`src/rtl/regfile_pkg.sv`:
```
// ---------------------------------------------------------------------------
// regfile_pkg
//   Shared types and default sizes for the write-back stage and register file.
//   DEFAULT_WIDTH  : data word width (32)
//   DEFAULT_ADDR_W : register address width (4)
//   NUM_REGS       : number of architectural registers (2**DEFAULT_ADDR_W)
//   word_t, reg_addr_t, wb_req_t : data word, register index, held write
// ---------------------------------------------------------------------------
package regfile_pkg;

    localparam int DEFAULT_WIDTH  = 32;
    localparam int DEFAULT_ADDR_W = 4;
    localparam int NUM_REGS       = 2 ** DEFAULT_ADDR_W;

    typedef logic [DEFAULT_WIDTH-1:0]  word_t;
    typedef logic [DEFAULT_ADDR_W-1:0] reg_addr_t;

    typedef struct packed {
        logic      valid;
        reg_addr_t addr;
        word_t     data;
    } wb_req_t;

endpackage

```
`src/rtl/regfile_wb_stage_decoder4x16.sv`:
```
// ---------------------------------------------------------------------------
// decoder2x4 / decoder4x16
//   One-hot address decoders. decoder4x16 is composed of one 2-to-4 decoder
//   on the upper address bits that selects which of four 2-to-4 decoders on
//   the lower bits is enabled.
//   Ports (decoder4x16):
//     en     in   1          global enable; all outputs 0 when low
//     addr   in   4          address to decode
//     onehot out  NUM_REGS   one-hot select, bit[addr] set when en=1
// ---------------------------------------------------------------------------
module decoder2x4 (
    input  logic       en,
    input  logic [1:0] addr,
    output logic [3:0] onehot
);

    always_comb begin
        onehot = '0;
        if (en) begin
            onehot[addr] = 1'b1;
        end
    end

endmodule

module decoder4x16
    import regfile_pkg::*;
(
    input  logic                en,
    input  logic [3:0]          addr,
    output logic [NUM_REGS-1:0] onehot
);

    logic [3:0] grp_en;

    // Upper bits pick one group of four; lower bits pick within the group.
    decoder2x4 u_dec_hi (
        .en     (en),
        .addr   (addr[3:2]),
        .onehot (grp_en)
    );

    for (genvar g = 0; g < 4; g++) begin : g_dec_lo
        decoder2x4 u_dec_lo (
            .en     (grp_en[g]),
            .addr   (addr[1:0]),
            .onehot (onehot[g*4 +: 4])
        );
    end

endmodule

```
`src/rtl/regfile_wb_stage.sv`:
```
// ---------------------------------------------------------------------------
// regfile_wb_stage
//   Write-back pipeline register in front of a 16x32 register file with two
//   combinational read ports. A write request is held for one cycle
//   (pend_*) and committed on the following edge through a one-hot decoder.
//
//   Optional feature macro: REGFILE_BYPASS_EN
//     defined   : reads matching the held write return the held data
//     undefined : reads return array contents only; consumer stalls on
//                 pend_valid/pend_addr matches
//
//   Ports:
//     clk        in   1       rising-edge clock
//     reset_n    in   1       asynchronous active-low reset
//     wr_en      in   1       write request valid
//     wr_addr    in   ADDR_W  destination register
//     wr_data    in   WIDTH   write data
//     rd_addr_a  in   ADDR_W  read port A address
//     rd_addr_b  in   ADDR_W  read port B address
//     rd_data_a  out  WIDTH   read port A data (combinational)
//     rd_data_b  out  WIDTH   read port B data (combinational)
//     pend_valid out  1       a write is held in the write-back register
//     pend_addr  out  ADDR_W  destination of the held write (0 when idle)
// ---------------------------------------------------------------------------
module regfile_wb_stage
    import regfile_pkg::*;
#(
    parameter int WIDTH  = DEFAULT_WIDTH,
    parameter int ADDR_W = DEFAULT_ADDR_W
) (
    input  logic              clk,
    input  logic              reset_n,
    input  logic              wr_en,
    input  logic [ADDR_W-1:0] wr_addr,
    input  logic [WIDTH-1:0]  wr_data,
    input  logic [ADDR_W-1:0] rd_addr_a,
    input  logic [ADDR_W-1:0] rd_addr_b,
    output logic [WIDTH-1:0]  rd_data_a,
    output logic [WIDTH-1:0]  rd_data_b,
    output logic              pend_valid,
    output logic [ADDR_W-1:0] pend_addr
);

    // The decoder and the package types fix the geometry at 16 x 32.
    if (WIDTH != DEFAULT_WIDTH || ADDR_W != DEFAULT_ADDR_W) begin : g_bad_geometry
        $error("regfile_wb_stage supports only WIDTH=32, ADDR_W=4");
    end

    wb_req_t             pend_d;
    wb_req_t             pend_q;
    word_t               regs_d [NUM_REGS];
    word_t               regs_q [NUM_REGS];
    logic [NUM_REGS-1:0] wr_sel;

    // ---- S1 capture: request -> write-back register ----
    // Address and data are forced to 0 when idle so that undriven inputs
    // never reach state and pend_addr reads 0 with no write held.
    always_comb begin
        pend_d.valid = wr_en;
        pend_d.addr  = wr_en ? wr_addr : '0;
        pend_d.data  = wr_en ? wr_data : '0;
    end

    // ---- S2 commit: write-back register -> array ----
    decoder4x16 u_wr_dec (
        .en     (pend_q.valid),
        .addr   (pend_q.addr),
        .onehot (wr_sel)
    );

    always_comb begin
        for (int i = 0; i < NUM_REGS; i++) begin
            regs_d[i] = wr_sel[i] ? pend_q.data : regs_q[i];
        end
    end

    always_ff @(posedge clk or negedge reset_n) begin
        if (!reset_n) begin
            pend_q <= '0;
            for (int i = 0; i < NUM_REGS; i++) begin
                regs_q[i] <= '0;
            end
        end else begin
            pend_q <= pend_d;
            for (int i = 0; i < NUM_REGS; i++) begin
                regs_q[i] <= regs_d[i];
            end
        end
    end

    // ---- Read ports ----
    always_comb begin
        rd_data_a = regs_q[rd_addr_a];
        rd_data_b = regs_q[rd_addr_b];
`ifdef REGFILE_BYPASS_EN
        // Forward the held write so a dependent read sees it one cycle early.
        if (pend_q.valid && (pend_q.addr == rd_addr_a)) begin
            rd_data_a = pend_q.data;
        end
        if (pend_q.valid && (pend_q.addr == rd_addr_b)) begin
            rd_data_b = pend_q.data;
        end
`endif
    end

    assign pend_valid = pend_q.valid;
    assign pend_addr  = pend_q.addr;

endmodule

```
`config.mk`:
```
export PLATFORM = sky130hd
export DESIGN_NAME = regfile_wb_stage
export DESIGN_NICKNAME = d
export VERILOG_FILES = /design/src/rtl/regfile_pkg.sv /design/src/rtl/regfile_wb_stage_decoder4x16.sv /design/src/rtl/regfile_wb_stage.sv
export SDC_FILE = /design/constraint.sdc
export NUM_CORES = 1
export LEC_CHECK = 0
export CORE_ASPECT_RATIO = 0.75
export CORE_MARGIN = 2
export CORE_UTILIZATION = 51
export DETAILED_ROUTE_END_ITERATION = 7
export GPL_ROUTABILITY_DRIVEN = 0
export PLACE_DENSITY = 0.77
export SETUP_SLACK_MARGIN = 0.05
export SYNTH_ARGS = -nofsm -noshare
export SYNTH_HDL_FRONTEND = slang
export SYNTH_SLANG_ARGS = --single-unit
```
`constraint.sdc`:
```
create_clock -name clk -period 3.45 [get_ports clk]
set_input_delay 0.69 -clock clk [delete_from_list [all_inputs] [get_ports clk]]
set_output_delay 0.69 -clock clk [all_outputs]
set_load 0.005 [all_outputs]
```
=== Yosys cells after proc, flatten, opt, wreduce, memory -nomap -nowiden ===
Index checks and enable logic that the tools add are counted.

* Register bits: 549
* Input bits: 47

* Order comparisons: 6
* Mux-type cells: 17
* Bitwise logic cells: 2
* Reductions and logical operators: 2

{| class="wikitable"
|+ Operators by type and width
! kind !! number
|-
| 32-bit binary-select mux with 4-bit select || 2
|-
| 32-bit two-way mux || 5
|-
| 4-bit two-way mux || 6
|-
| 5-bit >= comparator (second input constant) || 2
|-
| 4-bit NOT with 5-bit output || 2
|-
| 2-bit by 3-bit < comparator with 1-bit output (second input constant) || 2
|-
| 1-bit demux with 2-bit select || 2
|-
| 2-bit by 1-bit >= comparator with 1-bit output (second input constant) || 2
|-
| 1-bit logical AND || 2
|-
| 1-bit two-way mux || 2
|}

=== Logic depth before layout (Yosys ltp) ===
* Depth in word-level cells: 6
* Mapped depth: 5
* Gate-level depth less buffers: 3

=== Hierarchy ===
Synthesis repeated with hierarchy kept, for this count alone.

* Cell total of the unflattened synthesis: 1762
* Area total of the unflattened synthesis: 27739.1 um^2

{| class="wikitable"
|+ By module, submodules not included
! module !! instances !! cells an instance !! area an instance (um^2) !! sequential area each (um^2)
|-
| regfile_wb_stage || 1 || 1742 || 27551.4 || 13738.2
|-
| decoder2x4 || 5 || 4 || 37.5 || 0.0
|}

=== Least setup slack after synthesis ===
Ideal clock, no wire load.

* Kind: input-to-output
* Start point: input rd_addr_a[0]
* End point: output rd_data_a[10]
* Arrival: 2002 ps
* Required time: 2760 ps
* Path slack: 758 ps
* Stages: 5
* Buffers on the path: 2
* Cells stage by stage: clkbuf_1 -> buf_2 -> mux4_2 -> a22oi_1 -> nand2_1

* Longest elaborated chain between the ends: 4

{| class="wikitable"
|+ RTL lines
! item !! RTL line !! source
|-
| start: declaration || regfile_wb_stage.sv:36 || <nowiki>input logic [ADDR_W-1:0] rd_addr_a,</nowiki>
|-
| 4-bit NOT with 5-bit output (implied by the code) || regfile_wb_stage.sv:93 || <nowiki>rd_data_a = regs_q[rd_addr_a];</nowiki>
|-
| 32-bit binary-select mux with 4-bit select || regfile_wb_stage.sv:93 ||
|-
| 32-bit two-way mux (implied by the code) (2 in a row) || regfile_wb_stage.sv:93 ||
|-
| end: declaration || regfile_wb_stage.sv:38 || <nowiki>output logic [WIDTH-1:0] rd_data_a,</nowiki>
|}

No other way between the ends. The select of a mux whose other input is x is not followed.

=== Worst setup path in the final report ===
* Start point: input rd_addr_a[0]
* End point: output rd_data_a[27]

The elaborated chain is that of the path after synthesis.

==> results.py <==
metrics = {
    "timing": {
        "final_hold_viol_count": 0,
        "whs_ns": 0.05778,
        "fmax_ghz": 0.2970,
        "max-slew-margin-rel_pct": 45.87,
        "setup_tns_ns": 0,
        "fin_ws_ns": 0.08261,
        "final.min_clock_period_ns": 3.367,
        "drv_slew": 0,
        "fin_worst_skew_ns": 0.01555,
        "period_share_pct": 97.61,
        "setup_violations": 0,
        "rsz0062_at_grt": "yes",
        "worst_slew_pin_slew_ns": 0.8119,
    },
    "cells_and_area": {
        "antenna_cells": 0,
        "syn2layout_area_growth_pct": 15.66,
        "nets": 1887,
        "fillCellCount": 3866,
        "finish.instance_area_um2": 31990,
        "drive_above_1_share_pct": 51.49,
    },
    "logic_synthesis": {
        "yosysMostFrequentCell": "dfrtp_1",
        "yosys_warnings": 0,
        "netlist_area_um2": 27660,
        "netlist.area_leader.share_pct": 49.67,
        "synth_seq_area_share_pct": 49.67,
        "syn_inst": 1756,
        "synth_edf_count": 0,
        "async_flop_share_pct": 100.0,
        "synthTopCellsByCount": "549 x dfrtp_1, 504 x mux2_2, 256 x mux4_2, 128 x a22oi_1, 94 x clkbuf_1",
        "synth_top_cell_by_area": "dfrtp_1",
        "synth.net_count": 1803,
        "synth-main-ff-cell": "dfrtp_1",
        "synth_cell_types": 19,
        "synth.ff_latch_count": 549,
        "synthTopCellsByArea": "dfrtp_1 50%, mux4_2 21%, mux2_2 21%",
        "avgSynthCellArea_um2": 15.75,
    },
    "clocking": {
        "cts_sinks": 549,
        "cts-root-buf": "clkbuf_16",
        "htree_levels": 2,
        "clk_path_buf_depth": 3,
        "tritoncts": "done",
        "clkLatencyLatePin_ns": 0.59,
        "cts_buffers": 53,
        "path_clk_slew_ns": 0.06,
    },
    "die": {
        "fp.dieH_um": 205.7,
        "core_um2": 53250,
        "die_x_um": 272.9,
        "initial_core_util_pct": 51.94,
        "dieArea_um2": 56130,
        "rows": 73,
        "num_io_pins": 116,
    },
    "drt": {
        "vias": 17390,
        "dr.pass1.iters": 7,
        "drt_iter0_drc": 1569,
        "wl_per_cell_um": 29.12,
        "via_per_inst": 6.704,
        "remaining_drc_errors": 0,
        "wl_um": 75530,
        "ant_nets": 0,
    },
    "min_path": {
        "hold_class": "input pin to asynchronous set/reset pin",
    },
    "pwr": {
        "switchingPower_uw": 4306,
        "power_density_nw_per_um2": 524.8,
        "power_switching_share_pct": 25.65,
        "power_frac_comb_pct": 17.3,
        "power.internal_uw": 12480,
        "share_seq_of_total_power_pct": 47.3,
        "ir_worst_vdd_v": 0.0003668,
        "clockPowerShare_pct": 35.4,
        "total_power_uw": 16790,
        "p_leak_uw": 0.01423,
    },
    "global_routing": {
        "grt_pass1_wl_um": 116100,
        "antenna_found_initial": 1,
        "grt_max_degree": 93,
        "grt_usage_pct": 27.53,
        "grt_pass1_vias": 18620,
        "grt.overflow.total": 0,
    },
    "setup_path": {
        "required_ns": 2.76,
        "worstPathMaxFanout": 22,
        "endpoint_kind": "output pin",
        "startpoint_type": "input pin",
        "worst_ep_arrival_time_ns": 2.68,
        "critPathKind": "input pin to output pin",
    },
    "run": {
        "max_cap_violations": 0,
    },
    "status": {
        "outcome": "finished, final reports clean",
    },
    "place": {
        "place_area_um2": 30190,
        "dpl.hpwl_um": 44950,
        "dp_slack_ns": 0.03003,
        "io_buffers": 115,
    },
}
## registers in the layout, summed over array words and instances (netlist names)
register    flops
pend_addr       4
pend_q         32
pend_valid      1
regs_q        512
## layer usage
metal	track usage, %	up-vias	share of wire (%)
met5	0	-	0.017
met4	8.242	2	2.7
met3	4.528	155	6.6
met2	45.32	701	50
met1	38.03	9551	41
li1	-	6981	-
## cells by family (layout without fill, tap and decap cells)
family | Yosys count | count (layout) | share of synthesized area (%)
compound gates | 128 | 128 | 3.474
buf+inv | 179 | 305 | 2.846
flops | 549 | 549 | 49.67
mux | 768 | 768 | 41.69
simple gates | 132 | 132 | 2.316
## cell usage in the layout, fill, tap and decap left out, types with 3 or more instances in the layout
cell type,netlist,layout
and2_1,38,36
mux2_2,504,504
nand2_1,66,65
a22oi_1,128,127
nor2b_4,0,4
nand3b_1,4,4
dfrtp_1,549,549
clkinv_2,0,10
nor2_4,0,11
mux2_1,8,8
or3_2,0,3
clkbuf_16,0,55
mux4_2,256,256
clkbuf_8,0,19
clkbuf_1,94,11
clkdlybuf4s50_1,0,109
buf_12,0,35
buf_4,6,56
buf_6,0,3
## final timing paths
check | cells past startpoint | endpoint | from | slack [ns]
min in group clk | 1 | regs_q[111]$_DFFE_PN0P_ | regs_q[111]$_DFFE_PN0P_ | 0.52
hold / removal | 1 | regs_q[200]$_DFFE_PN0P_ | reset_n | 0.06
setup reg to reg | 4 | regs_q[125]$_DFFE_PN0P_ | pend_addr[0]$_DFF_PN0_ | 1.12
setup / recovery | 7 | rd_data_a[27] | rd_addr_a[0] | 0.08
hold reg to reg | 1 | regs_q[111]$_DFFE_PN0P_ | regs_q[111]$_DFFE_PN0P_ | 0.52
max in group asynchronous | 2 | pend_q[27]$_DFF_PN0_ | reset_n | 2.40
## critical path: stages
cell and delay, ns:
clkbuf_8 0.19, buf_16 0.23, buf_12 0.16, mux4_2 0.50, a22oi_1 0.26, nand2_1 0.13, clkdlybuf4s50_1 0.46
## through the flow
| step | util [%] | std cells |
|---|---|---|
| floorplan | - | 1756 |
| global placement | 56.70 | 2497 |
| detailed placement | 56.70 | 2497 |
| CTS | 60.05 | 2594 |
| global route | 60.07 | 2594 |
| finish | 60.07 | 2594 |
## area by class of cell
type	instances	area [um2]	area share, %
multi-input cells	1028	13260	41.45
clock inverters	14	126.4	0.3951
flip-flops and latches	549	13740	42.95
repair buffers	208	2321	7.256
clock buffers	83	1652	5.163
well taps	712	890.9	2.785
## what timing repair did
item                                    4_1_cts  5_1_grt
hold buffers                                  0        0
pin swaps                                     0        1
hold endpoints to repair                      0        0
resized for setup                             1        2
endpoints found under the setup margin        1       10
setup buffers                                 0        0
## power by group through the flow
| stage | Sequential [uW] | Clock [uW] | Combinational (uW) |
|---|---|---|---|
| CTS | 7910 | 6040 | 2920 |
| global placement | 7910 | 0 | 2810 |
| finish | 7940 | 5950 | 2900 |
| global route | 8040 | 6300 | 3080 |
| detailed placement | 8010 | 0 | 2890 |
| floorplan | 7740 | 0 | 1990 |
No activity file was read; power rests on OpenSTA's default activity.
